$ cat src/rtl/mem_access_unit_pkg.sv
// Shared types and funct3 codes for the data-memory access stage.
// Also holds the legality check applied to each incoming access.
package mem_access_pkg;

  typedef enum logic [1:0] {
    IDLE,
    BUSY,
    RESP
  } state_e;

  localparam logic [2:0] F3_B  = 3'b000;
  localparam logic [2:0] F3_H  = 3'b001;
  localparam logic [2:0] F3_W  = 3'b010;
  localparam logic [2:0] F3_BU = 3'b100;
  localparam logic [2:0] F3_HU = 3'b101;

  function automatic logic acc_legal(
    input logic       rd,
    input logic       wr,
    input logic [2:0] f3,
    input logic [1:0] off
  );
    logic ok_f3;
    logic ok_al;
    if (wr)
      ok_f3 = (f3 == F3_B) || (f3 == F3_H) || (f3 == F3_W);
    else
      ok_f3 = (f3 == F3_B) || (f3 == F3_H) || (f3 == F3_W) ||
              (f3 == F3_BU) || (f3 == F3_HU);
    ok_al = 1'b1;
    if (f3[1:0] == 2'b01)
      ok_al = ~off[0];
    else if (f3[1:0] == 2'b10)
      ok_al = (off == 2'b00);
    return (rd ^ wr) && ok_f3 && ok_al;
  endfunction

endpackage

$ cat src/rtl/mem_access_unit_if.sv
// Request/ready bus between the access stage and the data-memory wrapper.
// master = access stage, slave = memory wrapper.
interface mem_access_unit_if #(
  parameter int ADDR_W = 32
);
  logic              dm_req;
  logic              dm_write;
  logic [ADDR_W-1:0] dm_addr;
  logic [3:0]        dm_wstrb;
  logic [31:0]       dm_wdata;
  logic              dm_ready;
  logic [31:0]       dm_rdata;

  modport master (
    output dm_req, dm_write, dm_addr, dm_wstrb, dm_wdata,
    input  dm_ready, dm_rdata
  );

  modport slave (
    input  dm_req, dm_write, dm_addr, dm_wstrb, dm_wdata,
    output dm_ready, dm_rdata
  );
endinterface

$ cat src/rtl/mem_lane_align.sv
// Byte-lane steering for stores and lane extraction/extension for loads.
// Purely combinational.
module mem_lane_align
  import mem_access_pkg::*;
(
  input  logic [2:0]  i_st_f3,
  input  logic [1:0]  i_st_off,
  input  logic [31:0] i_st_data,
  output logic [3:0]  o_wstrb,
  output logic [31:0] o_wdata,
  input  logic [2:0]  i_ld_f3,
  input  logic [1:0]  i_ld_off,
  input  logic [31:0] i_rdata,
  output logic [31:0] o_ld_ext
);

  logic [7:0]  w_byte;
  logic [15:0] w_half;

  assign w_byte = i_rdata[{i_ld_off, 3'b000} +: 8];
  assign w_half = i_ld_off[1] ? i_rdata[31:16] : i_rdata[15:0];

  always_comb begin
    o_wstrb = 4'b0000;
    o_wdata = 32'h0;
    case (i_st_f3)
      F3_B: begin
        o_wstrb = 4'b0001 << i_st_off;
        o_wdata = {4{i_st_data[7:0]}};
      end
      F3_H: begin
        o_wstrb = 4'b0011 << i_st_off;
        o_wdata = {2{i_st_data[15:0]}};
      end
      F3_W: begin
        o_wstrb = 4'b1111;
        o_wdata = i_st_data;
      end
      default: ;
    endcase
  end

  always_comb begin
    o_ld_ext = 32'h0;
    case (i_ld_f3)
      F3_B:    o_ld_ext = {{24{w_byte[7]}}, w_byte};
      F3_BU:   o_ld_ext = {24'h0, w_byte};
      F3_H:    o_ld_ext = {{16{w_half[15]}}, w_half};
      F3_HU:   o_ld_ext = {16'h0, w_half};
      F3_W:    o_ld_ext = i_rdata;
      default: ;
    endcase
  end

endmodule

$ cat src/rtl/mem_access_unit.sv
// Data-memory access stage: single-outstanding request/ready FSM,
// payload registers, load write-back register and pipeline stall.
module mem_access_unit
  import mem_access_pkg::*;
#(
  parameter int ADDR_W = 32
) (
  input  logic              clk,
  input  logic              rst,
  input  logic              mem_read,
  input  logic              mem_write,
  input  logic [2:0]        funct3,
  input  logic [ADDR_W-1:0] addr,
  input  logic [31:0]       store_data,
  mem_access_unit_if.master dm,
  output logic              lsu_stall,
  output logic [31:0]       ld_data,
  output logic              ld_valid,
  output logic              access_err
);

  state_e            r_state;
  logic              r_req;
  logic              r_write;
  logic [ADDR_W-1:0] r_addr;
  logic [3:0]        r_wstrb;
  logic [31:0]       r_wdata;
  logic [2:0]        r_f3;
  logic [1:0]        r_off;
  logic [31:0]       r_ld_data;
  logic              r_ld_valid;
  logic              r_err;

  logic              w_present;
  logic              w_legal;
  logic [3:0]        w_wstrb;
  logic [31:0]       w_wdata;
  logic [31:0]       w_ld_ext;

  assign w_present = mem_read | mem_write;
  assign w_legal   = acc_legal(mem_read, mem_write, funct3, addr[1:0]);

  mem_lane_align u_align (
    .i_st_f3   (funct3),
    .i_st_off  (addr[1:0]),
    .i_st_data (store_data),
    .o_wstrb   (w_wstrb),
    .o_wdata   (w_wdata),
    .i_ld_f3   (r_f3),
    .i_ld_off  (r_off),
    .i_rdata   (dm.dm_rdata),
    .o_ld_ext  (w_ld_ext)
  );

  always_ff @(posedge clk or posedge rst) begin
    if (rst) begin
      r_state    <= IDLE;
      r_req      <= 1'b0;
      r_write    <= 1'b0;
      r_addr     <= '0;
      r_wstrb    <= 4'b0000;
      r_wdata    <= 32'h0;
      r_f3       <= 3'b000;
      r_off      <= 2'b00;
      r_ld_data  <= 32'h0;
      r_ld_valid <= 1'b0;
      r_err      <= 1'b0;
    end else begin
      r_ld_valid <= 1'b0;
      r_err      <= 1'b0;
      case (r_state)
        IDLE: begin
          if (w_present && w_legal) begin
            r_req   <= 1'b1;
            r_write <= mem_write;
            r_addr  <= {addr[ADDR_W-1:2], 2'b00};
            r_wstrb <= mem_write ? w_wstrb : 4'b0000;
            r_wdata <= mem_write ? w_wdata : 32'h0;
            r_f3    <= funct3;
            r_off   <= addr[1:0];
            r_state <= BUSY;
          end else if (w_present) begin
            r_err <= 1'b1;
          end
        end
        BUSY: begin
          if (dm.dm_ready) begin
            r_req <= 1'b0;
            if (!r_write) begin
              r_ld_data  <= w_ld_ext;
              r_ld_valid <= 1'b1;
            end
            r_state <= RESP;
          end
        end
        // EXE/MEM still shows the finished access here; ignore it.
        RESP:    r_state <= IDLE;
        default: r_state <= IDLE;
      endcase
    end
  end

  assign lsu_stall   = ((r_state == IDLE) && w_present && w_legal) ||
                       (r_state == BUSY);
  assign dm.dm_req   = r_req;
  assign dm.dm_write = r_write;
  assign dm.dm_addr  = r_addr;
  assign dm.dm_wstrb = r_wstrb;
  assign dm.dm_wdata = r_wdata;
  assign ld_data     = r_ld_data;
  assign ld_valid    = r_ld_valid;
  assign access_err  = r_err;

endmodule

$ cat src/flat_wrapper.sv
// flat-port wrapper written by rule: the top's interface ports become plain ports
module mem_access_unit_flat import mem_access_pkg::*;
#(
  parameter int ADDR_W = 32
)
  (clk, rst, mem_read, mem_write, funct3, addr, store_data, lsu_stall, ld_data, ld_valid, access_err, dm_dm_req, dm_dm_write, dm_dm_addr, dm_dm_wstrb, dm_dm_wdata, dm_dm_ready, dm_dm_rdata);
  mem_access_unit_if #(.ADDR_W(ADDR_W)) dm_i ();
  input  logic clk;
  input  logic rst;
  input  logic mem_read;
  input  logic mem_write;
  input  logic [2:0] funct3;
  input  logic [ADDR_W-1:0] addr;
  input  logic [31:0] store_data;
  output logic lsu_stall;
  output logic [31:0] ld_data;
  output logic ld_valid;
  output logic access_err;
  output wire logic [$bits(dm_i.dm_req)-1:0] dm_dm_req;
  output wire logic [$bits(dm_i.dm_write)-1:0] dm_dm_write;
  output wire logic [$bits(dm_i.dm_addr)-1:0] dm_dm_addr;
  output wire logic [$bits(dm_i.dm_wstrb)-1:0] dm_dm_wstrb;
  output wire logic [$bits(dm_i.dm_wdata)-1:0] dm_dm_wdata;
  input wire logic [$bits(dm_i.dm_ready)-1:0] dm_dm_ready;
  input wire logic [$bits(dm_i.dm_rdata)-1:0] dm_dm_rdata;
  assign dm_dm_req = dm_i.dm_req;
  assign dm_dm_write = dm_i.dm_write;
  assign dm_dm_addr = dm_i.dm_addr;
  assign dm_dm_wstrb = dm_i.dm_wstrb;
  assign dm_dm_wdata = dm_i.dm_wdata;
  assign dm_i.dm_ready = dm_dm_ready;
  assign dm_i.dm_rdata = dm_dm_rdata;
  mem_access_unit #(.ADDR_W(ADDR_W)) u_core (.clk(clk), .rst(rst), .mem_read(mem_read), .mem_write(mem_write), .funct3(funct3), .addr(addr), .store_data(store_data), .dm(dm_i), .lsu_stall(lsu_stall), .ld_data(ld_data), .ld_valid(ld_valid), .access_err(access_err));
endmodule
$ cat config.mk
export PLATFORM = sky130hd
export DESIGN_NAME = mem_access_unit_flat
export DESIGN_NICKNAME = d
export VERILOG_FILES = /design/src/rtl/mem_access_unit_pkg.sv /design/src/rtl/mem_access_unit_if.sv /design/src/rtl/mem_lane_align.sv /design/src/rtl/mem_access_unit.sv /design/src/flat_wrapper.sv
export SDC_FILE = /design/constraint.sdc
export NUM_CORES = 1
export LEC_CHECK = 0
export CORE_UTILIZATION = 65
export DETAILED_ROUTE_END_ITERATION = 12
export DONT_BUFFER_PORTS = 1
export PLACE_DENSITY = 0.84
export SYNTH_ARGS = -nofsm -noshare
export SYNTH_HDL_FRONTEND = slang
export SYNTH_SLANG_ARGS = --single-unit
$ cat constraint.sdc
create_clock -name clk -period 6.86 [get_ports clk]
set_input_delay 1.372 -clock clk [delete_from_list [all_inputs] [get_ports clk]]
set_output_delay 1.372 -clock clk [all_outputs]
set_load 0.01 [all_outputs]
; ---- Word level (Yosys, flattened, before mapping)
; Index checks and enable logic that the tools add are counted.
[classes]
n_reduce_logical = 19
bitwise_logic = 4
n_eq_ne = 13
shifts = 3
mux = 21
[op_table]
columns = op, n
row1 = case mux 32 bit (5 select lines), 1
row2 = case mux 32 bit (3 select lines), 1
row3 = 2-to-1 mux 32 bit, 1
row4 = indexed part select 32 x 6 -> 8 bit, 1
row5 = 2-to-1 mux 16 bit, 1
row6 = equality test 3 bit (second input constant), 4
row7 = case mux 4 bit (3 select lines), 1
row8 = 2-to-1 mux 1 bit, 11
row9 = equality test 3 x 1 -> 1 bit (second input constant), 2
row10 = equality test 3 x 2 -> 1 bit (second input constant), 2
row11 = zero test 3 bit, 2
row12 = AND reduction 3 bit, 2
row13 = logical AND 1 bit, 5
row14 = logical OR 1 bit, 5
row15 = equality test 2 x 1 -> 1 bit (second input constant), 2
row16 = zero test 2 bit, 2
row17 = 2-to-1 mux 2 bit, 2
row18 = 2-to-1 mux 4 bit, 1
row19 = case mux 2 bit (2 select lines), 1
row20 = AND reduction 2 bit, 2
row21 = << shifter 1 x 2 -> 4 bit (first input constant), 1
row22 = << shifter 2 x 2 -> 4 bit (first input constant), 1
row23 = equality test 2 bit (second input constant), 1
row24 = inequality test 2 x 1 -> 1 bit (second input constant), 1
row25 = other kinds (6), 7
[totals]
in_bits = 104
word_cells = 71
register_bits = 109

; ---- Longest topological paths before layout
; Gate-level depths: netlist (run 1).
[logic_depth]
depth_word = 11
depth_mapped = 8
mapped_depth_nobuf = 6

; ---- Hierarchy
; Synthesis (run 1) repeated with hierarchy kept, for this count alone.
[hier_totals]
cells_unflattened = 552
area_unflattened_um2 = 5756.8
[by_module_without_submodules]
columns = module, seq_area_each_um2, area_each_um2, instances, cells_each
row1 = mem_access_unit, 2727.6, 4383.0, 1, 324
row2 = mem_lane_align, 0.0, 1373.8, 1, 228

; ---- Worst setup path after synthesis (run 1)
; OpenSTA, ideal clock, no wires.
[synth_path]
path_kind = in2out
startpoint = input port funct3[1]
endpoint = output port lsu_stall
path_buffers = 1
slack_ps = 3082
required_ps = 5488
stages = 4
arrival_time_ps = 2406
path_cell_list = nor2b_1 -> buf_2 -> a221o_1 -> o31ai_1
[synth_via]
elab_chain_len = 10
[synth_rtl]
columns = item, line_no
row1 = "start, declared", flat_wrapper.sv:12  ; input logic [2:0] funct3;
row2 = equality test 3 x 1 -> 1 bit / zero test 3 bit (equally long branches), "mem_access_unit_pkg.sv:26, mem_access_unit_pkg.sv:28"
row3 = logical OR 1 bit (2 in series), "mem_access_unit_pkg.sv:26, mem_access_unit_pkg.sv:28"
row4 = logical OR 1 bit, mem_access_unit_pkg.sv:28  ; ok_f3 = (f3 == F3_B) || (f3 == F3_H) || (f3 == F3_W) ||
row5 = logical OR 1 bit, mem_access_unit_pkg.sv:29  ; (f3 == F3_BU) || (f3 == F3_HU);
row6 = 2-to-1 mux 1 bit, mem_access_unit_pkg.sv:25  ; if (wr)
row7 = logical AND 1 bit, mem_access_unit_pkg.sv:35  ; return (rd ^ wr) && ok_f3 && ok_al;
row8 = logical AND 1 bit (*), mem_access_unit_pkg.sv:35
row9 = logical AND 1 bit (*), mem_access_unit.sv:103  ; assign lsu_stall = ((r_state == IDLE) && w_present && w_legal) ||
row10 = logical OR 1 bit (*), mem_access_unit.sv:103
row11 = "end, declared", flat_wrapper.sv:15  ; output logic lsu_stall;
; Mark *: on every way between the ends. The rest lies on a longest branch, timed or not.

; ---- Worst setup path in the final report (run 1)
; Same ends and word-level chain as after synthesis.

==> results.toml, run 1 <==
[clocking]
cts_tree = "done"
clock_sinks = 109
cts-hold-fix-buffers = 0
cts_root_buf = "clkbuf_8"
htreeDepth = 3
clock_latency_ps = 360
clkSlewWorstSetupHoldPaths_ps = 90
cts_buffers = 9
ctsLongestPathBuffers = 2
postCtsSetupRepairBufs = 0
ctsResizeCount = 0

[setup_path]
endpoint_kind = "primary output"
worstPathArrival_ps = 2620
path_max_fanout = 33
start_kind = "input port"
crit_type = "in2out"
worstPathRequired_ps = 5490

[route]
drc_errors = 0
wire_per_inst_um = 20.86
drtPass1Iterations = 4
ant_nets = 0
wl_mm = 11.56
viasPerCell = 6.291
drt_iter0_drc = 187
routed-via-count = 3485

[yosys]
syn_inst = 465
yosysUniqueCellTypes = 41
yosysSeqAreaShare_pct = 52.84
synth_top_area_share_pct = 52.84
synth_area_per_cell_um2 = 11.10
synth_flop_cell = "dfrtp_1"
yosysMostFrequentCell = "dfrtp_1"
ys_ff_latch = 109
yosysTopAreaCell = "dfrtp_1"
synth_edf_count = 0
synth_area_mm2 = 0.005162
ys_async_sr_fraction_pct = 100.0
yosys_warnings = 0
synth_common_cells = "109 x dfrtp_1, 65 x nand2_1, 51 x mux2_1"
synth_top_cells_by_area = "dfrtp_1 53%, mux2_1 11%, nand2_1 4.7%"

[sta]
min_period_over_period_pct = 58.21
skew_ps = 13.58
setup_violations = 0
hold_violations = 0
tns_ps = 0
min_period_ps = 3994
whs_ps = 564.7
rsz0062_at_grt = "no"
tightest_slew_ps = 1092
max_freq_ghz = 0.2504
maxSlewViolCount = 0
slew_headroom_pct = 26.96

[hold_path]
hold_class = "reg2reg"

[grt]
grt_max_degree = 82
track_usage_pct = 28.64
grt_first_pass_wirelength_mm = 18.49
antenna_found_initial = 0
overflow = 0
grt_pass1_vias = 3658

[status]
outcome = "completed"

[die]
rows = 32
start_util_pct = 67.15
core_region_area_mm2 = 0.007687
ios = 209
die_w_um = 91.12
die_area_mm2 = 0.008303
die_h_um = 91.12

[power]
vdd_drop_max_mv = 0.1526
p_leak_nw = 2.479
p_per_area_mw_per_mm2 = 344.3

[finish]
final_cell_area_mm2 = 0.005321
stdcell_count = 554
antennaDiodeCount = 0
drive_gt1_share_pct = 9.071
fin_nets = 552
area_growth_syn_to_layout_pct = 3.078

[job]
max_cap_violations = 0

[placed_design]
dpl_cell_area_mm2 = 0.005145
port_buffers = 0
dpl.cell_count = 538
gp_congestion = 0.8805
dp_hpwl_mm = 8.427
area by class of cell:
class,count,area (µm²)
multi-input cells,306,2197
inverters,18,70.07
fillers,582,2366
flip-flops and latches,109,2728
well taps,102,127.6
repair buffers,3,22.52
clock inverters,6,38.79
clock buffers,10,137.6
layout by cell type (no fill, tap or decap), types with 2 or more instances in the layout:
cell,Yosys,layout
nor2b_1,5,5
conb_1,1,2
buf_4,4,3
nand3_1,7,7
a21oi_1,33,33
a22o_1,9,9
o21ai_0,2,2
clkinv_2,0,3
mux2i_1,13,13
a221o_1,10,10
o31ai_1,3,3
nor2_1,12,12
a22oi_1,16,16
inv_1,17,16
and3_1,7,7
o21bai_1,2,2
dfrtp_1,109,109
a21o_1,17,17
mux2_1,51,51
clkbuf_8,0,10
or2_2,2,2
mux2_2,17,17
nand2_1,65,65
nand2b_1,12,12
o211ai_1,7,7
clkinvlp_4,0,2
or3_1,2,2
critical path, stage by stage:
cell	delay, ps
nor2b_1	220
a221o_1	460
o31ai_1	560
logic make-up (layout without fill, tap and decap cells):
kind of cell | after synthesis | after routing | synth area share, %
DFF | 109 | 109 | 52.84
AOI/OAI and AO/OA | 104 | 104 | 14.08
buffers and inverters | 51 | 37 | 4.798
other | 1 | 2 | 0.07264
and+or+nand+nor | 118 | 118 | 10.62
muxes | 81 | 81 | 17.35
adders and majority gates | 1 | 1 | 0.2423
metrics by stage:
step	utilization [%]	worst slack [ps]	power, mW
2_1_floorplan	-	2614	1.388
3_3_place_gp	66.93	2821	1.468
3_5_place_dp	66.93	2720	1.500
4_1_cts	69.22	2886	1.845
5_1_grt	69.22	2832	1.935
6_report	69.22	2866	1.832
sequential cells by signal (all words and copies together), names as in the netlist:
name                cells
u_core.r_state          2
u_core.ld_valid         1
u_core.r_f3             3
u_core.dm.dm_addr      30
u_core.dm.dm_wstrb      4
u_core.r_off            2
u_core.ld_data         32
u_core.dm.dm_wdata     32
u_core.dm.dm_req        1
u_core.dm.dm_write      1
u_core.access_err       1
layer usage:
metal | vias up | track usage, % | wire, µm
li1 | 1586 | - | -
met1 | 1691 | 36.50 | 4499
met2 | 180 | 45.14 | 5550
met3 | 28 | 9.296 | 1179
met4 | 0 | 12.30 | 326
met5 | - | 0 | 0
path summary, 6_finish.rpt:
path                                             from                     end  slack, ps  depth (start not counted)
worst min register to register  u_core.dm.dm_addr[12]   u_core.dm.dm_addr[12]        560                          1
worst min-delay path            u_core.dm.dm_addr[12]   u_core.dm.dm_addr[12]        560                          1
min in group asynchronous                         rst   u_core.dm.dm_addr[22]        850                          1
worst max-delay path                        funct3[1]               lsu_stall       2870                          3
worst max register to register      u_core.r_state[1]         u_core.r_off[0]       3970                          4
max in group asynchronous                         rst  u_core.dm.dm_wdata[28]       4700                          2
power by group:
group | internal [mW] | switching [mW] | total [mW]
registers | 0.839 | 0.250 | 1.09
clock network | 0.141 | 0.208 | 0.349
logic | 0.198 | 0.196 | 0.393
Power figures use the tool's default switching activity.
==> run 2: changes to the inputs <==
Settings changed: CORE_UTILIZATION 65 to 63, PLACE_DENSITY 0.84 to 0.82.
Clock period 6.86 ns to 3.8 ns, I/O delays scaled along.
==> run 2 against run 1 <==
Critical path depth stayed put. Routed wire length is 0.22% higher. Total power is 88% higher. Clock power is 120% higher. Final cell count is 0.36% higher. Critical endpoint unchanged. Highest routed layer unchanged.
==> results.toml, run 2 (synthesis gave the netlist of run 1 again) <==
[sta]
min_period_over_period_pct = 72.38
skew_ps = 17.10
hold_violations = 0
maxSlewViolCount = 0
setup_violations = 0
rsz0062_at_grt = "no"
slew_headroom_pct = 22.69
min_period_ps = 2750
max_freq_ghz = 0.3636
tightest_slew_ps = 1155
tns_ps = 0

[grt]
track_usage_pct = 27.45
grt_first_pass_wirelength_mm = 18.12
grt_pass1_vias = 3620
grt_max_degree = 98
antenna_found_initial = 0
overflow = 0

[route]
ant_nets = 0
drc_errors = 0
wire_per_inst_um = 20.83
met1_length_mm = 4.485
viasPerCell = 6.309
drt_iter0_drc = 251
maxUsedRoutingLayer = "met4"
met2_length_mm = 5.661
route.met3.wl_mm = 1.211
wl_mm = 11.58
drtPass1Iterations = 4
routed-via-count = 3508

[setup_path]
reg2reg_from = "u_core.dm.dm_write"
endpoint_kind = "primary output"
path_delay_family = "compound AO/OA/AOI/OAI gates"
slowest_delay_ps = 530
worstPathArrival_ps = 1990
worstPathRequired_ps = 3040
reg2regPathDepth = 4
crit_chain = "nor2b_1 > a221o_1 > o31ai_1"
crit_type = "in2out"
crit_path_top_delay_cell = "o31ai_1"
reg2reg_slack_ps = 1080
startpoint = "funct3[1]"
critPathBufInv = 0
start_kind = "input port"
cp_num_cells = 3
path_max_fanout = 33

[clocking]
cts_root_buf = "clkbuf_8"
cts-hold-fix-buffers = 0
ctsLongestPathBuffers = 2
cts_buffers = 9
clock_sinks = 109
ctsResizeCount = 0
htreeDepth = 3
clkSlewWorstSetupHoldPaths_ps = 90
cts_tree = "done"
postCtsSetupRepairBufs = 0
clock_latency_ps = 360

[power]
intPower_mw = 2.248
p_per_area_mw_per_mm2 = 639.7
p_seq_share_pct = 57.1
vdd_drop_max_mv = 0.3026
p_comb_share_pct = 20.7
clockPowerShare_pct = 22.1
p_switching_mw = 1.193
p_leak_nw = 2.514
p_sw_share_pct = 34.67

[finish]
drive_gt1_share_pct = 9.471
multi_input_area_mm2 = 0.002197
final_common_cell = "dfrtp_1"
antennaDiodeCount = 0
area_growth_syn_to_layout_pct = 4.217
seq_area_mm2 = 0.002728
mostFrequentLayoutCells = "109 x dfrtp_1, 65 x nand2_1, 51 x mux2_1, 33 x a21oi_1"
fin_nets = 554
stdcell_count = 556
nFillCells = 610

[placed_design]
dp_hpwl_mm = 8.567
port_buffers = 0
gp_congestion = 0.8581
dpl.cell_count = 540

[status]
outcome = "completed"

[die]
die_h_um = 92.52
rows = 32
die_w_um = 92.52
core_region_area_mm2 = 0.007807
die_area_mm2 = 0.008560
start_util_pct = 66.12
ios = 209

[hold_path]
whs_path_depth = 1
hold_start = "dm_dm_ready"
hold_class = "in2reg"

[job]
max_cap_violations = 0
## run 2: cell count changes in the layout (fill, tap and decap cells not counted), sizes merged
| cell | before | now |
|---|---|---|
| bufinv | 0 | 2 |
| inv | 17 | 19 |
| clkinv | 5 | 4 |
| buf | 3 | 5 |
| clkbuf | 10 | 9 |
| clkinvlp | 2 | 0 |
## run 2: final cells by class
cell class              instances  share of cell area, %
repair buffers                  5                 0.6977
inverters                      18                  1.302
clock buffers                   9                  2.302
well taps                     102                  2.372
multi-input cells             306                  40.84
flip-flops and latches        109                  50.70
clock inverters                 7                  1.791
## run 2: final timing paths
path | endpoint
worst min register to register | u_core.dm.dm_addr[9]
worst max register to register | u_core.ld_data[16]
worst max-delay path | lsu_stall
worst min-delay path | u_core.r_state[0]
max in group asynchronous | u_core.dm.dm_wdata[13]
min in group asynchronous | u_core.dm.dm_addr[8]
## run 2: power groups by stage
stage                     registers (mW)  clock network (mW)  logic, mW
after floorplan                     1.87                   0      0.637
after global placement              1.98                   0      0.679
final                               1.97               0.762      0.714
after CTS                           1.97               0.774      0.717
after global routing                2.00               0.822      0.797
after detailed placement            1.99                   0      0.714
## run 2: routing by layer
layer  vias to the layer above  track usage (%)
met5                         -                0
met1                      1718            34.22
li1                       1591                -
met4                         0            10.68
met2                       180            44.07
met3                        19            9.442
## run 2: per-stage QoR
step	area (µm²)	util (%)	hold WS (ps)	power [mW]	setup WS [ps]
final	5380	68.91	490.3	3.442	1050
after global routing	5380	68.91	479.0	3.624	826.2
after CTS	5380	68.91	476.6	3.459	1052
after detailed placement	5160	66.09	547.5	2.706	931.5
after global placement	5160	66.09	542.0	2.654	1029
after floorplan	5166	-	512.7	2.506	166.1
